<file path="config.mk">
export PLATFORM = sky130hd
export DESIGN_NAME = tff_mod_counter
export DESIGN_NICKNAME = d
export VERILOG_FILES = /design/src/rtl/tff_pkg.sv /design/src/rtl/tff_cell.sv /design/src/rtl/tff_mod_counter.sv
export SDC_FILE = /design/constraint.sdc
export NUM_CORES = 1
export LEC_CHECK = 0
export ABC_AREA = 0
export ABC_CLOCK_PERIOD_IN_PS = 2900
export BUFFER_PORTS_ARGS = -buffer_cell sky130_fd_sc_hd__buf_2
export CORE_AREA = 2 2 61 49
export DETAILED_ROUTE_END_ITERATION = 10
export DIE_AREA = 0 0 63 51
export GPL_TIMING_DRIVEN = 0
export PLACE_DENSITY = 0.77
export REMOVE_ABC_BUFFERS = 1
export SKIP_CTS_REPAIR_TIMING = 1
export SLEW_MARGIN = 30
export SYNTH_ARGS = -nofsm -noshare
export SYNTH_HDL_FRONTEND = slang
export SYNTH_SLANG_ARGS = --single-unit
</file>
<file path="constraint.sdc">
create_clock -name clk -period 2.9 [get_ports clk]
set_clock_uncertainty 0.15 [all_clocks]
set_input_delay 0.435 -clock clk [delete_from_list [all_inputs] [get_ports clk]]
set_output_delay 0.435 -clock clk [all_outputs]
set_load 0.03 [all_outputs]
</file>
<file path="src/rtl/tff_pkg.sv">
// Mode encodings shared by the T flip-flop counter and its users.
// Pure declarations: no logic, no latency, no flow control.
// Import with tff_pkg::* wherever the mode field is decoded.
package tff_pkg;

  typedef logic [1:0] mode_t;

  localparam mode_t MODE_TOGGLE = 2'b00;
  localparam mode_t MODE_UP     = 2'b01;
  localparam mode_t MODE_DOWN   = 2'b10;
  localparam mode_t MODE_LOAD   = 2'b11;

endpackage

</file>
<file path="src/rtl/tff_cell.sv">
// One bit of the counter: a T flip-flop with a parallel-load override.
// Latency 1 cycle; state only changes on posedge clk.
// No backpressure; precedence is rst > ld > tog.
module tff_cell (
  input  logic clk,
  input  logic rst,
  input  logic tog,
  input  logic ld,
  input  logic d,
  output logic q
);

  logic r_q;

  always_ff @(posedge clk) begin
    if (rst) begin
      r_q <= 1'b0;
    end else if (ld) begin
      r_q <= d;
    end else if (tog) begin
      r_q <= ~r_q;
    end
  end

  assign q = r_q;

endmodule

</file>
<file path="src/rtl/tff_mod_counter.sv">
// Bank of T flip-flops: per-bit toggle register or modulo-N up/down counter with load, tc and sticky ovf.
// Latency 1 cycle from sampling edge to q/tc/ovf; qb is combinational ~q.
// No backpressure: en=0 holds q and zeroes tc; TFF_CNT_SATURATE_EN turns wraps into holds at the limit.
module tff_mod_counter
  import tff_pkg::*;
#(
  parameter int WIDTH   = 8,
  parameter int MODULUS = 2 ** WIDTH
) (
  input  logic             clk,
  input  logic             rst,
  input  logic             en,
  input  logic [1:0]       mode,
  input  logic [WIDTH-1:0] t,
  input  logic [WIDTH-1:0] load_val,
  input  logic             clr_ovf,
  output logic [WIDTH-1:0] q,
  output logic [WIDTH-1:0] qb,
  output logic             tc,
  output logic             ovf
);

  localparam logic [WIDTH-1:0] MAX_VAL = WIDTH'(MODULUS - 1);

  logic [WIDTH-1:0] w_q;
  logic [WIDTH-1:0] w_mask;
  logic [WIDTH-1:0] w_up_tog;
  logic [WIDTH-1:0] w_dn_tog;
  logic [WIDTH-1:0] w_tog;
  logic [WIDTH-1:0] w_ld;
  logic [WIDTH-1:0] w_d;
  logic             w_evt;
  logic             r_tc;
  logic             r_ovf;

  // T-chain: a bit flips counting up when every lower bit is 1, counting down when every lower bit is 0.
  always_comb begin
    w_mask   = '0;
    w_up_tog = '0;
    w_dn_tog = '0;
    for (int i = 0; i < WIDTH; i++) begin
      w_mask      = (WIDTH'(1) << i) - WIDTH'(1);
      w_up_tog[i] = &(w_q | ~w_mask);
      w_dn_tog[i] = ~|(w_q & w_mask);
    end
  end

  always_comb begin
    w_tog = '0;
    w_ld  = '0;
    w_d   = '0;
    w_evt = 1'b0;
    if (en) begin
      case (mode_t'(mode))
        MODE_TOGGLE: begin
          w_tog = t;
        end
        MODE_UP: begin
          if (w_q >= MAX_VAL) begin
            w_evt = 1'b1;
            w_ld  = '1;
`ifdef TFF_CNT_SATURATE_EN
            w_d   = MAX_VAL;
`else
            w_d   = '0;
`endif
          end else begin
            w_tog = w_up_tog;
          end
        end
        MODE_DOWN: begin
          if (w_q == '0) begin
            w_evt = 1'b1;
            w_ld  = '1;
`ifdef TFF_CNT_SATURATE_EN
            w_d   = '0;
`else
            w_d   = MAX_VAL;
`endif
          end else if (w_q > MAX_VAL) begin
            // Out-of-range value left by TOGGLE: pull back into range silently.
            w_ld = '1;
            w_d  = MAX_VAL;
          end else begin
            w_tog = w_dn_tog;
          end
        end
        default: begin
          w_ld = '1;
          w_d  = (load_val > MAX_VAL) ? MAX_VAL : load_val;
        end
      endcase
    end
  end

  for (genvar g = 0; g < WIDTH; g++) begin : g_cell
    tff_cell u_cell (
      .clk (clk),
      .rst (rst),
      .tog (w_tog[g]),
      .ld  (w_ld[g]),
      .d   (w_d[g]),
      .q   (w_q[g])
    );
  end

  // A wrap event outranks a same-cycle clear so no overrun is lost.
  always_ff @(posedge clk) begin
    if (rst) begin
      r_tc  <= 1'b0;
      r_ovf <= 1'b0;
    end else begin
      r_tc <= w_evt;
      if (w_evt) begin
        r_ovf <= 1'b1;
      end else if (clr_ovf) begin
        r_ovf <= 1'b0;
      end
    end
  end

  assign q   = w_q;
  assign qb  = ~w_q;
  assign tc  = r_tc;
  assign ovf = r_ovf;

endmodule

</file>
==> flow_metrics.tcl, run 1 <==
set metrics [dict create \
    finalCritPeriodShare 0.814 \
    rsz0062_at_grt "false" \
    syn_inst 126 \
    hp-class "in2reg" \
    clockBufferDepth 2 \
    period_needed_ps 2360 \
    die-area_mm2 0.00321 \
    vias_per_cell 5.46 \
    arrival_ps 2400 \
    grt_max_degree 17 \
    netSwitchingPower_mw 0.199 \
    holdWs_ps 277 \
    grt_pass1_vias 858 \
    drt-pass1-iter-count 7 \
    layout_commonest_cell "buf_2" \
    power.total_mw 0.469 \
    fin_area_mm2 0.00112 \
    dp_hpwl_um 1900 \
    insertedDiodeCount 0 \
    cp_max_fo 5 \
    synth.top_cell.area_share 0.201 \
    worstSetupStartpointType "input port" \
    wirelength_um 2480 \
    nets 181 \
    critPathKind "in2reg" \
    syn_area_um2 996 \
    h-tree-depth 1 \
    final_hold_viol_count 0 \
    route.vias.total 1043 \
    p_int_mw 0.270 \
    antenna_found_initial 0 \
    dieWidth_um 63 \
    mostFrequentLayoutCells "39 x buf_2, 14 x a21oi_1, 12 x inv_1" \
    nFillCells 307 \
    cts_tree "yes" \
    clkPwrFrac 0.209 \
    drtIter0Drc 27 \
    synth_ff_type "dfxtp_1" \
    synth_top_area_cell "dfxtp_1" \
    power.share.switching 0.424 \
    drive_above_1_share 0.340 \
    setup_ws_ps 538 \
    drc 0 \
    postRouteAntennaNets 0 \
    core_region_area_mm2 0.00270 \
    grt_pass1_wl_um 3930 \
    synth.distinct_cells 47 \
    grt_usage 0.152 \
    multi_input_area_um2 614 \
    seq_power_share 0.378 \
    status "complete, no violations" \
    slew_headroom 0.676 \
    fmax_ghz 0.423 \
    comb_power_share 0.413 \
    synth-edff-count 0 \
    yosys_warnings 0 \
    place_ws_ps 311 \
    root_buffer "clkbuf_4" \
    clk_latency_ps 270 \
    regArea_um2 200 \
    cp.required_ps 2940 \
    routabilityCongestion 0.835 \
    rows 17 \
    wl_per_cell_um 13.0 \
    path_clk_slew_ps 70 \
    grt_overflow 0 \
    setup_violations 0 \
    power.density_mw_per_mm2 417 \
    clock_sinks 10 \
    synth.area.top_cells "dfxtp_1 20%, a21oi_1 7.0%, buf_4 6.8%" \
    yosysSeqAreaShare 0.201 \
    p_leak_nw 0.503 \
    ioPinCount 40 \
    port_buffers 39 \
    avgSynthCellArea_um2 7.90 \
    ys_ff_latch 10 \
    worst_slew_pin_slew_ps 479 \
    placed_area_mm2 0.00110 \
    die_h_um 51 \
    area.growth.synth_to_final_pct 12.9 \
    maxSlewViolCount 0 \
    crit_path_end_kind "register" \
    max-cap-violations 0 \
    ir_worst_vdd_v 0.000251 \
    fin_setup_tns_ps 0 \
    start_util 0.369 \
    async_flop_share 0 \
    numCtsBuffers 3 \
]
-- final cells by class --
type / count / area share
multi-input cells: 89 / 0.546
flip-flops and latches: 10 / 0.178
repair buffers: 39 / 0.174
well taps: 38 / 0.0423
inverters: 12 / 0.0400
clock buffers: 3 / 0.0200
-- synthesized netlist by cell type, drive strengths merged, types with 3 or more instances --
cell type,n
buf,12
ha,4
nor2,7
a211oi,3
o21ai,5
and2,3
a21oi,14
dfxtp,10
nand2,10
clkbuf,3
nand3,7
inv,12
-- path summary, 6_finish.rpt --
| path | startpoint | cells after the start | to | slack [ps] |
|---|---|---|---|---|
| hold reg to reg | ovf$_SDFFE_PP0P_ | 2 | ovf$_SDFFE_PP0P_ | 330 |
| setup / recovery | mode[0] | 8 | g_cell[6].u_cell.q$_SDFFE_PP0P_ | 540 |
| setup reg to reg | g_cell[4].u_cell.q$_SDFFE_PP0P_ | 5 | g_cell[3].u_cell.q$_SDFFE_PP0P_ | 590 |
| hold / removal | clr_ovf | 3 | ovf$_SDFFE_PP0P_ | 280 |
-- through the flow --
| step | instances | utilization |
|---|---|---|
| after floorplan | 111 | - |
| after global placement | 188 | 0.408 |
| after detailed placement | 188 | 0.408 |
| after CTS | 191 | 0.416 |
| after global routing | 191 | 0.416 |
| final | 191 | 0.416 |
-- registers in the layout, indices dropped and copies added (netlist names) --
name,count
tc,1
ovf,1
g_cell.u_cell.q,8
-- worst max-delay path: stages --
cell and delay [ps]:
buf_2 110, inv_1 70, ha_1 260, or4b_1 490, nor3_1 350, a22oi_1 150, a31o_2 280, a221oi_2 250
-- metal layers --
layer / vias up / wire length (um) / GRT usage
met5: - / 0 / 0
met4: 0 / 0 / 0.0222
met3: 0 / 250 / 0.0485
met2: 57 / 993 / 0.213
met1: 467 / 1240 / 0.228
li1: 519 / - / -
-- power by group through the flow --
stage	Combinational, mW	Clock, mW	Sequential, mW
after floorplan	0.113	0	0.196
after global placement	0.192	0	0.179
after detailed placement	0.192	0	0.179
after CTS	0.193	0.102	0.176
after global routing	0.211	0.108	0.179
final	0.194	0.0978	0.177
-- cell families after synthesis --
kind of cell	after synthesis	synth area share
buffers and inverters	27	0.182
AO/OA/AOI/OAI	43	0.319
multiplexers	2	0.0214
AND/OR/NAND/NOR	40	0.226
adder cells (fa/ha/maj)	4	0.0503
flip-flops	10	0.201
Note: power is estimated with default switching activity, not from simulation.
==> run 2: changes to the inputs <==
ABC_CLOCK_PERIOD_IN_PS = 2000   (was 2900)
PLACE_DENSITY = 0.79   (was 0.77)
clock period = 2 ns   (was 2.9 ns; I/O delays follow)
==> run 2 against run 1 <==
The run now ends with negative setup slack left. Cell count grew 10%. Routed wire length is 34% higher. Critical path type is now reg2reg. Highest routed layer is now met4. Flip-flop and latch count unchanged. Hold slack lost 150 ps. Critical endpoint is now g_cell[1].u_cell.q$_SDFFE_PP0P_. Power up 86%. Combinational power rose by 110%. Utilization rose by 12 points. Largest cell class unchanged.
==> flow_metrics.tcl, run 2 (synthesis gave the netlist of run 1 again) <==
set metrics [dict create \
    slew_headroom 0.598 \
    crit_path_end "g_cell[1].u_cell.q$_SDFFE_PP0P_" \
    power.density_mw_per_mm2 598 \
    power.total_mw 0.870 \
    clock_sinks 10 \
    drive_above_1_share 0.566 \
    grt_overflow 0 \
    port_buffers 39 \
    setup_ws_ps -65.8 \
    drtIter0Drc 46 \
    rows 17 \
    critPathKind "reg2reg" \
    routabilityCongestion 0.814 \
    max-cap-violations 0 \
    ioPinCount 40 \
    start_util 0.369 \
    grt_pass1_vias 890 \
    fin_setup_tns_ps -196 \
    slowest_delay_ps 570 \
    path_depth 5 \
    clockBufferDepth 2 \
    route.vias.total 1181 \
    netSwitchingPower_mw 0.366 \
    insertedDiodeCount 0 \
    reg2reg_depth 5 \
    antenna_found_initial 0 \
    worstPathCellList "or4_4 -> o41ai_4 -> o22ai_2 -> o311a_1 -> a211oi_2" \
    vias_per_cell 5.60 \
    comb_power_share 0.470 \
    regArea_um2 228 \
    die-area_mm2 0.00321 \
    area.growth.synth_to_final_pct 46.2 \
    ir_worst_vdd_v 0.000503 \
    arrival_ps 2120 \
    worstSetupStartpoint "g_cell[4].u_cell.q$_SDFFE_PP0P_" \
    root_buffer "clkbuf_4" \
    seq_power_share 0.302 \
    worst_slew_pin_slew_ps 602 \
    dpl.cell_count 188 \
    layout_commonest_cell "buf_2" \
    worstSetupStartpointType "register" \
    period_needed_ps 2070 \
    clkPwrFrac 0.228 \
    hp-class "in2reg" \
    holdWs_ps 125 \
    crit_path_end_kind "register" \
    postRouteAntennaNets 0 \
    nFillCells 250 \
    cp.required_ps 2050 \
    final_hold_viol_count 0 \
    r2r_end "g_cell[1].u_cell.q$_SDFFE_PP0P_" \
    drc 0 \
    grt_max_degree 17 \
    drt-pass1-iter-count 4 \
    numCtsBuffers 3 \
    cts_tree "yes" \
    core_region_area_mm2 0.00270 \
    largest_reg_flops 8 \
    maxSlewViolCount 0 \
    setup_violations 4 \
    fin_cells 211 \
    cp.buffers_inverters 0 \
    rsz0062_at_grt "true" \
    r2r_slack_ps -70 \
    final_core_util 0.539 \
    cp_max_fo 6 \
    grt_pass1_wl_um 4080 \
    p_leak_nw 0.641 \
    multi_input_area_um2 761 \
    status "finished with violations" \
    slowest_stage "or4_4" \
    finalCritPeriodShare 1.03 \
    wirelength_um 3320 \
    violations "negative setup slack" \
    h-tree-depth 1 \
    clk_latency_ps 280 \
    dieWidth_um 63 \
    cp_top_family "compound AO/OA/AOI/OAI gates" \
    wl_per_cell_um 15.7 \
    fmax_ghz 0.484 \
    grt_usage 0.162 \
    path_clk_slew_ps 70 \
    p_int_mw 0.504 \
    nets 200 \
    mostFrequentLayoutCells "39 x buf_2, 17 x buf_4, 13 x a21oi_1" \
    reg2reg_from "g_cell[4].u_cell.q$_SDFFE_PP0P_" \
    dp_hpwl_um 1910 \
    die_h_um 51 \
    power.share.switching 0.421 \
]
## run 2: cell types whose count changed in the layout (fill, tap and decap cells not counted), sizes merged
cell,delta
clkbuf,+2
buf,+18
## run 2: how the worst min path moves through the flow
stage                     start  slack [ps]  depth (start not counted)                         endpoint
6_report                clr_ovf         130                          3                 ovf$_SDFFE_PP0P_
5_1_grt             load_val[2]         120                          3  g_cell[2].u_cell.q$_SDFFE_PP0P_
4_1_cts                 clr_ovf         120                          3                 ovf$_SDFFE_PP0P_
3_5_place_dp   ovf$_SDFFE_PP0P_         320                          2                 ovf$_SDFFE_PP0P_
3_3_place_gp   ovf$_SDFFE_PP0P_         310                          2                 ovf$_SDFFE_PP0P_
2_1_floorplan               rst         220                          1  g_cell[6].u_cell.q$_SDFFE_PP0P_
## run 2: metal layers
layer  global-route usage  vias up  share of wire
met1                0.213      536           0.44
met4               0.0481        0          0.019
met2                0.248       76           0.45
met3               0.0595       10          0.092
met5                    0        -              0
li1                     -      559              -
## run 2: power groups by stage
| stage | Sequential (mW) | Combinational [mW] | Clock [mW] |
|---|---|---|---|
| after global placement | 0.259 | 0.277 | 0 |
| final | 0.263 | 0.409 | 0.199 |
| after CTS | 0.255 | 0.282 | 0.198 |
| after detailed placement | 0.260 | 0.280 | 0 |
| after global routing | 0.266 | 0.436 | 0.210 |
| after floorplan | 0.285 | 0.164 | 0 |
## run 2: through the flow
step	instance area (um^2)	setup slack, ps
after floorplan	860	-293
after global placement	1100	-459
after detailed placement	1100	-458
after CTS	1140	-320
after global routing	1460	-149
final	1460	-65.8
## run 2: final cells by class
class,instances,area share
Multi-Input combinational cell,89,0.522
Timing Repair Buffer,58,0.233
Sequential cell,10,0.156
Tap cell,38,0.0326
Inverter,12,0.0309
Clock buffer,4,0.0249
## run 2: worst register-to-register path, cell delays in order, from the launching register on
cell	delay, ps
dfxtp_4	370
or4_4	570
o41ai_4	270
o22ai_2	140
o311a_1	310
a211oi_2	170
==> run 3: changes to the inputs <==
CORE_AREA = 2 2 63 50   (was 2 2 61 49)
DIE_AREA = 0 0 65 52   (was 0 0 63 51)
SYNTH_HIERARCHICAL = 1   (was default)
==> run 3 against run 2 <==
The run still ends with negative setup slack left. Clock power increased by 4%. Design area shrank 3.4%. Power rose by 5.6%. Sequential share of layout area is 0.35 points lower. Synthesized cell count up 9.5%. Routed wire length fell by 16%. Via count down 7.0%. Non-clock buffer count shrank 13. Global-route usage decreased by 0.15 points. Cell count up 2.8%. Clock-buffer cell count shrank 1. Utilization fell by 3.4 points. Critical path type unchanged. Critical endpoint is now g_cell[1].u_cell/q$_SDFFE_PP0P_. Highest routed layer unchanged.
==> flow_metrics.tcl, run 3 <==
set metrics [dict create \
    status "finished with violations" \
    violations "negative setup slack" \
    grt_pass1_wl_um 4230 \
    ioPinCount 40 \
    yosysSeqAreaShare 0.188 \
    synth_ff_type "dfxtp_1" \
    syn_area_mm2 0.00107 \
    cp_top_family "simple AND/OR/NAND/NOR gates" \
    arrival_ps 2020 \
    syn_inst 138 \
    wl_per_cell_um 12.8 \
    clock_sinks 10 \
    synth-edff-count 0 \
    rows 17 \
    nFillCells 277 \
    layout_commonest_cell "buf_2" \
    wirelength_um 2790 \
    slowest_stage "or4_4" \
    root_buffer "clkbuf_8" \
    antenna_found_initial 0 \
    worst_slew_pin_slew_ps 395 \
    routabilityCongestion 0.796 \
    final_core_util 0.505 \
    synth.distinct_cells 33 \
    core_region_area_mm2 0.00279 \
    cp.required_ps 2000 \
    critPathKind "reg2reg" \
    slowest_delay_ps 570 \
    setup_violations 1 \
    final_hold_viol_count 0 \
    max-cap-violations 0 \
    ir_worst_vdd_v 0.000264 \
    worstPathCellList "or4_4 -> nor4_1 -> o311ai_1 -> xnor2_1 -> a211oi_2" \
    finalCritPeriodShare 1.01 \
    drc 0 \
    fin_cells 217 \
    ys_ff_latch 10 \
    avgSynthCellArea_um2 7.72 \
    drtIter0Drc 64 \
    yosys_warnings 6 \
    hp-class "in2reg" \
    cp_max_fo 11 \
    area.growth.synth_to_final_pct 32.0 \
    numCtsBuffers 3 \
    start_util 0.383 \
    grt_pass1_vias 949 \
    vias_per_cell 5.06 \
    dp_hpwl_um 1920 \
    cp.buffers_inverters 0 \
    worstSetupStartpointType "register" \
    power.total_mw 0.919 \
    dpl.cell_count 208 \
    rsz0062_at_grt "true" \
    grt_usage 0.161 \
    insertedDiodeCount 0 \
    mostFrequentLayoutCells "39 x buf_2, 26 x inv_1, 13 x nand2_1" \
    yosysMostFrequentCell "inv_1" \
    dieWidth_um 65 \
    crit_path_end_kind "register" \
    synth_top_area_cell "dfxtp_1" \
    fin_area_mm2 0.00141 \
    grt_max_degree 17 \
    die_h_um 52 \
    postRouteAntennaNets 0 \
    largest_reg_flops 8 \
    clk_latency_ps 240 \
    nets 207 \
    route.vias.total 1098 \
    path_clk_slew_ps 50 \
    power.density_mw_per_mm2 653 \
    maxSlewViolCount 0 \
    period_needed_ps 2020 \
    p_leak_nw 0.618 \
    clockBufferDepth 2 \
    h-tree-depth 1 \
    async_flop_share 0 \
    drt-pass1-iter-count 4 \
    setup_ws_ps -17.3 \
    placed_area_mm2 0.00127 \
    fmax_ghz 0.496 \
    drive_above_1_share 0.419 \
    cts_tree "yes" \
    port_buffers 39 \
    fin_setup_tns_ps -17.3 \
    grt_overflow 0 \
    slew_headroom 0.737 \
    die-area_mm2 0.00338 \
    synthTopCellsByCount "26 x inv_1, 13 x nand2_1, 10 x dfxtp_1, 10 x nor2b_1, 9 x a21oi_1" \
    synth.top_cell.area_share 0.188 \
    synth.area.top_cells "dfxtp_1 19%, a211oi_2 9.4%, inv_1 9.2%" \
]
==> run 3: changes by cell type after synthesis, sizes merged, moves of 5 or more <==
cell	change
buf	-8
xnor2	+8
inv	+14
a21oi	-5
a211oi	+5
nor2b	+10
nand4	+6
==> run 3: cells by family after synthesis <==
family          Yosys count  synth area share
compound gates           29             0.251
xor+xnor                  8            0.0657
fa+ha+maj                 4            0.0470
buf+inv                  33             0.131
flops                    10             0.188
simple gates             54             0.317
==> run 3: tightest hold or removal path, stage by stage <==
cell     delay (ps)
buf_2            70
nor2_1           30
nand2_1          50
nand3_1          70
==> run 3: cell type report <==
| cell class | count | area (um^2) | share of cell area |
|---|---|---|---|
| Multi-Input combinational cell | 95 | 766 | 0.544 |
| Timing Repair Buffer | 45 | 240 | 0.171 |
| Sequential cell | 10 | 215 | 0.153 |
| Inverter | 26 | 97.6 | 0.0693 |
| Clock buffer | 3 | 41.3 | 0.0293 |
| Tap cell | 38 | 47.5 | 0.0338 |
==> run 3: routing by layer <==
| metal | routed length (um) | up-vias | global-route usage |
|---|---|---|---|
| li1 | - | 564 | - |
| met1 | 1290 | 492 | 0.214 |
| met2 | 1330 | 37 | 0.259 |
| met3 | 119 | 5 | 0.00866 |
| met4 | 50 | 0 | 0.0922 |
| met5 | 0 | - | 0 |
==> run 3: per-stage QoR <==
stage | setup slack [ps] | hold WS, ps
5_1_grt | -79.4 | 248
2_1_floorplan | -409 | 215
6_report | -17.3 | 204
3_5_place_dp | -432 | 312
4_1_cts | -394 | 198
3_3_place_gp | -709 | 306
==> run 3: path summary, 6_finish.rpt <==
kind                                                   endpoint  slack, ps  depth (start not counted)                            start
worst min register to register                 ovf$_SDFFE_PP0P_        320                          2                 ovf$_SDFFE_PP0P_
worst min-delay path                           ovf$_SDFFE_PP0P_        200                          4                          clr_ovf
worst max register to register  g_cell[1].u_cell/q$_SDFFE_PP0P_        -20                          5  g_cell[4].u_cell/q$_SDFFE_PP0P_
worst max-delay path            g_cell[1].u_cell/q$_SDFFE_PP0P_        -20                          5  g_cell[4].u_cell/q$_SDFFE_PP0P_
==> run 3: report_power, final <==
group / leakage [nW] / internal, mW / switching (mW)
Clock: 0.0216 / 0.131 / 0.0752
Combinational: 0.511 / 0.174 / 0.242
Sequential: 0.0856 / 0.228 / 0.0694
